==> src/rtl/board_pkg.sv <==
// -----------------------------------------------------------------------------
// board_pkg
// Shared definitions for the board refresh controller:
//   - default board geometry (ROWS x COLS)
//   - controller state encoding
//   - line-clear score table, indexed by min(lines, 4)
//   - cell_field(): extracts the 5-bit coordinate of cell 0..3 from a packed
//     20-bit piece coordinate vector (cell i lives at [5i+4:5i])
// -----------------------------------------------------------------------------
package board_pkg;

  localparam int ROWS = 20;
  localparam int COLS = 10;

  typedef enum logic [2:0] {
    IDLE,
    LOCK,
    COMPACT,
    CLEAR,
    DONE
  } state_t;

  // Entry n is the reward for clearing n lines at once; 4 or more use entry 4.
  localparam logic [4:0][15:0] SCORE_TABLE = {16'd8, 16'd5, 16'd3, 16'd1, 16'd0};

  function automatic logic [4:0] cell_field(input logic [19:0] packed_cells,
                                            input logic [1:0]  idx);
    logic [4:0] f;
    case (idx)
      2'd0:    f = packed_cells[4:0];
      2'd1:    f = packed_cells[9:5];
      2'd2:    f = packed_cells[14:10];
      default: f = packed_cells[19:15];
    endcase
    return f;
  endfunction

endpackage

==> src/rtl/board_refresh_ctrl_if.sv <==
// -----------------------------------------------------------------------------
// board_refresh_ctrl_if
// Bundles the player handshake, the board row-RAM port and the status outputs
// of the refresh controller.
//   master : the controller (drives RAM strobes/address/data and status)
//   slave  : the environment (player + RAM; drives refresh, piece, ram_rdata)
// Signals:
//   refresh        start pulse            piece_x/piece_y  4 x 5-bit cells
//   ram_addr       row address            ram_rd_en        read strobe
//   ram_rdata      read row (next cycle)  ram_we/ram_wdata write strobe/row
//   busy           not IDLE               refresh_done     end-of-sequence pulse
//   lines_cleared  rows removed last run  score            accumulated score
// -----------------------------------------------------------------------------
interface board_refresh_ctrl_if #(
  parameter int COLS = 10,
  parameter int AW   = 5
);
  logic            refresh;
  logic [19:0]     piece_x;
  logic [19:0]     piece_y;
  logic [AW-1:0]   ram_addr;
  logic            ram_rd_en;
  logic [COLS-1:0] ram_rdata;
  logic            ram_we;
  logic [COLS-1:0] ram_wdata;
  logic            busy;
  logic            refresh_done;
  logic [4:0]      lines_cleared;
  logic [15:0]     score;

  modport master (
    input  refresh, piece_x, piece_y, ram_rdata,
    output ram_addr, ram_rd_en, ram_we, ram_wdata,
    output busy, refresh_done, lines_cleared, score
  );

  modport slave (
    output refresh, piece_x, piece_y, ram_rdata,
    input  ram_addr, ram_rd_en, ram_we, ram_wdata,
    input  busy, refresh_done, lines_cleared, score
  );
endinterface

==> src/rtl/board_score_acc.sv <==
// -----------------------------------------------------------------------------
// board_score_acc
// Saturating 16-bit score accumulator. On each i_done strobe it adds the table
// reward for i_k cleared lines (capped at the 4-line reward) and clamps at
// 16'hFFFF.
// Ports:
//   clk, rst  clock, asynchronous active-high reset
//   i_k       lines cleared by the finishing sequence
//   i_done    one-cycle strobe: sequence finishing this cycle
//   o_score   accumulated score
// -----------------------------------------------------------------------------
module board_score_acc (
  input  logic        clk,
  input  logic        rst,
  input  logic [4:0]  i_k,
  input  logic        i_done,
  output logic [15:0] o_score
);
  import board_pkg::*;

  logic [15:0] r_score;
  logic [2:0]  w_idx;
  logic [16:0] w_sum;

  assign w_idx = (i_k > 5'd4) ? 3'd4 : i_k[2:0];
  assign w_sum = {1'b0, r_score} + {1'b0, SCORE_TABLE[w_idx]};

  always_ff @(posedge clk or posedge rst) begin
    if (rst) begin
      r_score <= '0;
    end else if (i_done) begin
      r_score <= w_sum[16] ? 16'hFFFF : w_sum[15:0];
    end
  end

  assign o_score = r_score;
endmodule

==> src/rtl/board_refresh_ctrl.sv <==
// -----------------------------------------------------------------------------
// board_refresh_ctrl
// Post-landing board sequencer: LOCK writes the 4 piece cells into the row RAM
// by read-modify-write, COMPACT removes full rows bottom-up by copying the
// surviving rows down, CLEAR zero-fills the k vacated top rows, DONE publishes
// lines_cleared/score and returns to IDLE. Owns the RAM port while busy.
// Optional feature macro: BOARD_SCORE_EN (score accumulation; when undefined
// score is tied to 0 and no scoring logic is built).
// Ports:
//   clk, rst  clock, asynchronous active-high reset
//   bus       board_refresh_ctrl_if.master (handshake, RAM port, status)
// Timing: refresh_done, lines_cleared and score are registered at the end of
// the DONE cycle, so they appear in the cycle after DONE.
// -----------------------------------------------------------------------------
module board_refresh_ctrl #(
  parameter int ROWS = board_pkg::ROWS,
  parameter int COLS = board_pkg::COLS,
  parameter int AW   = 5
) (
  input logic                  clk,
  input logic                  rst,
  board_refresh_ctrl_if.master bus
);
  import board_pkg::*;

  localparam logic [AW-1:0] LAST_ROW = AW'(ROWS - 1);
  localparam logic [AW-1:0] ADDR_ONE = AW'(1);
  localparam logic [4:0]    ROWS_5   = 5'(ROWS);
  localparam logic [4:0]    COLS_5   = 5'(COLS);

  state_t          r_state;
  state_t          w_state_next;
  logic [19:0]     r_px;
  logic [19:0]     r_py;
  logic [1:0]      r_cell;
  logic            r_phase;     // 0: read cycle, 1: write/decide cycle
  logic [AW-1:0]   r_rd;
  logic [AW-1:0]   r_wr;
  logic [4:0]      r_k;
  logic [4:0]      r_clr;       // rows still to zero-fill in CLEAR
  logic            r_done;
  logic [4:0]      r_lines;

  logic [4:0]      w_cell_x;
  logic [4:0]      w_cell_y;
  logic            w_cell_valid;
  logic [COLS-1:0] w_cell_bit;
  logic            w_row_full;
  logic [4:0]      w_k_next;

  assign w_cell_x     = cell_field(r_px, r_cell);
  assign w_cell_y     = cell_field(r_py, r_cell);
  // Off-board cells are skipped entirely: no read, no write.
  assign w_cell_valid = (w_cell_y < ROWS_5) && (w_cell_x < COLS_5);
  assign w_cell_bit   = {{(COLS-1){1'b0}}, 1'b1} << w_cell_x;
  assign w_row_full   = &bus.ram_rdata;
  assign w_k_next     = w_row_full ? (r_k + 5'd1) : r_k;

  // State register
  always_ff @(posedge clk or posedge rst) begin
    if (rst) begin
      r_state <= IDLE;
    end else begin
      r_state <= w_state_next;
    end
  end

  // Next state and RAM port; strobes are decoded from the current state so an
  // asynchronous reset drops them immediately.
  always_comb begin
    w_state_next  = r_state;
    bus.ram_addr  = '0;
    bus.ram_rd_en = 1'b0;
    bus.ram_we    = 1'b0;
    bus.ram_wdata = '0;
    case (r_state)
      IDLE: begin
        if (bus.refresh) w_state_next = LOCK;
      end
      LOCK: begin
        bus.ram_addr = w_cell_valid ? AW'(w_cell_y) : '0;
        if (!r_phase) begin
          bus.ram_rd_en = w_cell_valid;
        end else begin
          bus.ram_we    = w_cell_valid;
          bus.ram_wdata = bus.ram_rdata | w_cell_bit;
          if (r_cell == 2'd3) w_state_next = COMPACT;
        end
      end
      COMPACT: begin
        if (!r_phase) begin
          bus.ram_addr  = r_rd;
          bus.ram_rd_en = 1'b1;
        end else begin
          bus.ram_addr = r_wr;
          // Survivor rows move down only once a full row has been skipped.
          if (!w_row_full && (r_wr != r_rd)) begin
            bus.ram_we    = 1'b1;
            bus.ram_wdata = bus.ram_rdata;
          end
          if (r_rd == '0) w_state_next = (w_k_next != 5'd0) ? CLEAR : DONE;
        end
      end
      CLEAR: begin
        bus.ram_addr = r_wr;
        bus.ram_we   = 1'b1;
        if (r_clr == 5'd1) w_state_next = DONE;
      end
      DONE: begin
        w_state_next = IDLE;
      end
      default: begin
        w_state_next = IDLE;
      end
    endcase
  end

  // Datapath registers
  always_ff @(posedge clk or posedge rst) begin
    if (rst) begin
      r_px    <= '0;
      r_py    <= '0;
      r_cell  <= '0;
      r_phase <= 1'b0;
      r_rd    <= '0;
      r_wr    <= '0;
      r_k     <= '0;
      r_clr   <= '0;
      r_done  <= 1'b0;
      r_lines <= '0;
    end else begin
      r_done <= (r_state == DONE);
      case (r_state)
        IDLE: begin
          if (bus.refresh) begin
            r_px    <= bus.piece_x;
            r_py    <= bus.piece_y;
            r_cell  <= '0;
            r_phase <= 1'b0;
          end
        end
        LOCK: begin
          r_phase <= ~r_phase;
          if (r_phase) begin
            r_cell <= r_cell + 2'd1;
            if (r_cell == 2'd3) begin
              r_rd <= LAST_ROW;
              r_wr <= LAST_ROW;
              r_k  <= '0;
            end
          end
        end
        COMPACT: begin
          r_phase <= ~r_phase;
          if (r_phase) begin
            r_k   <= w_k_next;
            r_clr <= w_k_next;
            r_rd  <= r_rd - ADDR_ONE;
            if (!w_row_full) r_wr <= r_wr - ADDR_ONE;
          end
        end
        CLEAR: begin
          r_wr  <= r_wr - ADDR_ONE;
          r_clr <= r_clr - 5'd1;
        end
        DONE: begin
          r_lines <= r_k;
        end
        default: begin
        end
      endcase
    end
  end

  assign bus.busy          = (r_state != IDLE);
  assign bus.refresh_done  = r_done;
  assign bus.lines_cleared = r_lines;

`ifdef BOARD_SCORE_EN
  board_score_acc u_score (
    .clk     (clk),
    .rst     (rst),
    .i_k     (r_k),
    .i_done  (r_state == DONE),
    .o_score (bus.score)
  );
`else
  assign bus.score = '0;
`endif

endmodule

==> src/flat_wrapper.sv <==
// flat-port wrapper written by rule: the top's interface ports become plain ports
module board_refresh_ctrl_flat import board_pkg::*;
#(
  parameter int ROWS = board_pkg::ROWS,
  parameter int COLS = board_pkg::COLS,
  parameter int AW   = 5
)
  (clk, rst, bus_refresh, bus_piece_x, bus_piece_y, bus_ram_rdata, bus_ram_addr, bus_ram_rd_en, bus_ram_we, bus_ram_wdata, bus_busy, bus_refresh_done, bus_lines_cleared, bus_score);
  board_refresh_ctrl_if #(.COLS(COLS), .AW(AW)) bus_i ();
  input logic clk;
  input logic rst;
  input wire logic [$bits(bus_i.refresh)-1:0] bus_refresh;
  input wire logic [$bits(bus_i.piece_x)-1:0] bus_piece_x;
  input wire logic [$bits(bus_i.piece_y)-1:0] bus_piece_y;
  input wire logic [$bits(bus_i.ram_rdata)-1:0] bus_ram_rdata;
  output wire logic [$bits(bus_i.ram_addr)-1:0] bus_ram_addr;
  output wire logic [$bits(bus_i.ram_rd_en)-1:0] bus_ram_rd_en;
  output wire logic [$bits(bus_i.ram_we)-1:0] bus_ram_we;
  output wire logic [$bits(bus_i.ram_wdata)-1:0] bus_ram_wdata;
  output wire logic [$bits(bus_i.busy)-1:0] bus_busy;
  output wire logic [$bits(bus_i.refresh_done)-1:0] bus_refresh_done;
  output wire logic [$bits(bus_i.lines_cleared)-1:0] bus_lines_cleared;
  output wire logic [$bits(bus_i.score)-1:0] bus_score;
  assign bus_i.refresh = bus_refresh;
  assign bus_i.piece_x = bus_piece_x;
  assign bus_i.piece_y = bus_piece_y;
  assign bus_i.ram_rdata = bus_ram_rdata;
  assign bus_ram_addr = bus_i.ram_addr;
  assign bus_ram_rd_en = bus_i.ram_rd_en;
  assign bus_ram_we = bus_i.ram_we;
  assign bus_ram_wdata = bus_i.ram_wdata;
  assign bus_busy = bus_i.busy;
  assign bus_refresh_done = bus_i.refresh_done;
  assign bus_lines_cleared = bus_i.lines_cleared;
  assign bus_score = bus_i.score;
  board_refresh_ctrl #(.ROWS(ROWS), .COLS(COLS), .AW(AW)) u_core (.clk(clk), .rst(rst), .bus(bus_i));
endmodule
==> config.mk <==
export PLATFORM = sky130hd
export DESIGN_NAME = board_refresh_ctrl_flat
export DESIGN_NICKNAME = d
export VERILOG_FILES = /design/src/rtl/board_pkg.sv /design/src/rtl/board_refresh_ctrl_if.sv /design/src/rtl/board_score_acc.sv /design/src/rtl/board_refresh_ctrl.sv /design/src/flat_wrapper.sv
export SDC_FILE = /design/constraint.sdc
export NUM_CORES = 1
export LEC_CHECK = 0
export ABC_AREA = 1
export BUFFER_PORTS_ARGS = -buffer_cell sky130_fd_sc_hd__buf_2
export CAP_MARGIN = 20
export CORE_MARGIN = 5
export CORE_UTILIZATION = 40
export DETAILED_ROUTE_END_ITERATION = 6
export PLACE_DENSITY_LB_ADDON = 0.12
export RECOVER_POWER = 100
export SLEW_MARGIN = 20
export SYNTH_ARGS = -nofsm -noshare
export SYNTH_HDL_FRONTEND = slang
export SYNTH_HIERARCHICAL = 1
export SYNTH_SLANG_ARGS = --single-unit
==> constraint.sdc <==
create_clock -name clk -period 2.7 [get_ports clk]
set_input_delay 0.54 -clock clk [delete_from_list [all_inputs] [get_ports clk]]
set_output_delay 0.54 -clock clk [all_outputs]
set_load 0.005 [all_outputs]
==> impl_metrics.toml <==
[floorplanning]
die_h_um = 113
core.rowCount = 37
io_pins = 93
coreArea_um2 = 10300
start_util = 0.412
die_w_um = 113
die_area_um2 = 12800

[cells_and_area]
final_nets = 667
multi_input_area_um2 = 2250
area_delta_synth_final_pct = 23.3
layout-drive-gt1-share = 0.327
ff_latch_area_um2 = 1800
fin_area_um2 = 5240
diodes = 0
n_fill_cell = 1000

[yosys]
syn_area_per_cell_um2 = 8.50
synth_most_common_cell = "nand2_1"
synth_common_cells = "nand2_1 (109), dfrtp_1 (72), inv_1 (43)"
netlist_top_cells_area = "dfrtp_1 (42%), mux2_2 (9.8%), nand2_1 (9.6%)"
syn-instance-count = 500
ys.flop_type = "dfrtp_1"
synthArstFlopShare = 1.00
yosys_register_bits = 72
yosysWarnings = 6
yosysSeqAreaShare = 0.424
synth_top_area_frac = 0.424
syn_area_um2 = 4250
ys_types = 41
synth-edff-count = 0
yosys.area.top_type = "dfrtp_1"

[setup_path]
cp.arrival_ps = 2170
startpoint_type = "flop"
end_kind = "output port"
crit_required_ps = 2160
crit_fanout = 5
setup.worst_path.class = "reg2out"

[flow_run]
cap_violations = 1

[timing]
max_slew_margin = -0.179
fin_setup_tns_ps = -6.36
finalHoldWorstSlack_ps = 416
finalClockSkew_ps = 10.2
finalMaxSlewViolations = 73
hold_violations = 0
rsz0062_at_grt = "true"
final.setup.worst_slack_ps = -6.36
fmax_mhz = 370
min_period_ps = 2710
worst_pin_slew_ps = 1770
setup_violations = 1
post-route-period-util = 1.00

[status]
violations = "capacitance limit, slew limit, setup timing"
status = "complete, but fails checks"

[place]
io_buffers = 76
gp_congestion = 0.881
dp_hpwl_mm = 8.13
dp_slack_ps = 98.9
place_area_um2 = 4780

[clock_network]
h-tree-depth = 3
cts_tree = "built"
clk_pin_slew_ps = 90
cts_buffer_depth = 2
clk_latency_ps = 350
cts_sinks = 72
postCtsHoldBufs = 0
cts-root-buf = "clkbuf_8"
cts_inserted_buffers = 9

[route]
firstDrtPassIters = 4
drt_iter0_drc = 146
drt-total-wl_mm = 11.0
vias_per_cell = 5.02
vias = 3741
drc = 0
post_drt_wl_per_cell_um = 14.8
drtAntennaViolNets = 0

[global_routing]
first_global_vias = 3713
antenna_found_initial = 0
grt-ovfl-total = 0
grt_pass1_wl_mm = 18.1
grt_usage = 0.175
grt_max_degree = 73

[power]
power_density_nw_per_um2 = 1190
p_leak_uw = 0.00258
irDropWorstVdd_uv = 443

[min_path]
min_path_type = "in2reg"
==> report_power, final <==
part           leakage, uW  total [uW]  switching [uW]  internal, uW
combinational      0.00162        3380            1860          1530
clock            0.0000968         869             437           432
sequential        0.000864        2000             415          1580
total              0.00258        6250            2710          3540
==> what timing repair did <==
action	in CTS	in global routing
pin swaps	11	12
buffers inserted	14	6
gates cloned	0	0
gates resized for setup	39	27
setup endpoints to repair	17	17
==> worst max-delay path, cell delays in order, from the launching register on <==
cell	delay, ps
dfrtp_1	420
buf_6	130
ha_4	170
buf_6	130
a21oi_2	100
nand3_1	100
o21ai_2	100
inv_1	100
nand2_2	90
nand3_2	90
buf_6	140
o21bai_1	130
buf_2	130
==> flip-flops by register name (all words and copies together) (netlist names) <==
register / count
u_core/bus.lines_cleared: 5
u_core/r_rd: 5
u_core/r_phase: 1
u_core/r_wr: 5
u_core/r_clr: 5
u_core/r_cell: 2
u_core/r_k: 5
u_core/r_py: 20
u_core/r_px: 20
u_core/bus.refresh_done: 1
u_core/r_state: 3
==> layout make-up <==
cell class / count / area share
clock buffer: 10 / 0.0243
clock inverter: 6 / 0.0131
inverter: 51 / 0.0401
multi-input combinational: 365 / 0.428
sequential: 72 / 0.344
tap: 136 / 0.0325
timing repair buffer: 105 / 0.118
==> worst paths after layout <==
check	start	end	slack [ps]	cells past startpoint
max	u_core/r_cell[0]	bus_ram_addr[1]	-6	12
min	bus_piece_x[8]	u_core/r_px[8]	420	2
max reg2reg	u_core/r_state[1]	u_core/r_rd[4]	330	11
min reg2reg	u_core/bus.lines_cleared[2]	u_core/bus.lines_cleared[2]	480	2
max in group asynchronous	rst	u_core/r_state[1]	720	3
min in group asynchronous	rst	u_core/r_py[15]	810	3
==> layout by cell type, fill, tap and decap left out, types with 8 or more instances in the layout <==
cell type,instances
mux2_2,37
nand3_1,23
buf_2,70
inv_1,40
nand4_1,14
a21oi_1,18
clkbuf_8,9
nand2_1,107
conb_1,16
xor2_1,9
o21bai_1,11
dfrtp_1,70
nor2_1,36
o21ai_1,8
o21ai_0,22
buf_4,21
==> through the flow <==
stage / utilization / total power, uW / cells
floorplan: - / 3980 / 515
global placement: 0.463 / 4840 / 709
detailed placement: 0.463 / 4910 / 709
CTS: 0.503 / 6120 / 739
global route: 0.508 / 6780 / 745
finish: 0.508 / 6250 / 745
==> routing by layer <==
metal	vias to the layer above	wire length (um)	track usage
li1	1852	-	-
met1	1773	4980	0.235
met2	101	5300	0.285
met3	15	502	0.0316
met4	0	204	0.0569
met5	-	0	0
==> cell families (layout without fill, tap and decap cells) <==
kind of cell / Yosys count / in the layout / share of synthesized area
AND/OR/NAND/NOR: 205 / 205 / 0.217
AO/OA/AOI/OAI: 86 / 86 / 0.122
buffers and inverters: 78 / 172 / 0.0862
flip-flops: 72 / 72 / 0.424
multiplexers: 37 / 37 / 0.0980
XOR/XNOR: 11 / 11 / 0.0227
adder cells (fa/ha/maj): 10 / 10 / 0.0294
other: 1 / 16 / 0.000882
Power figures use the tool's default switching activity.
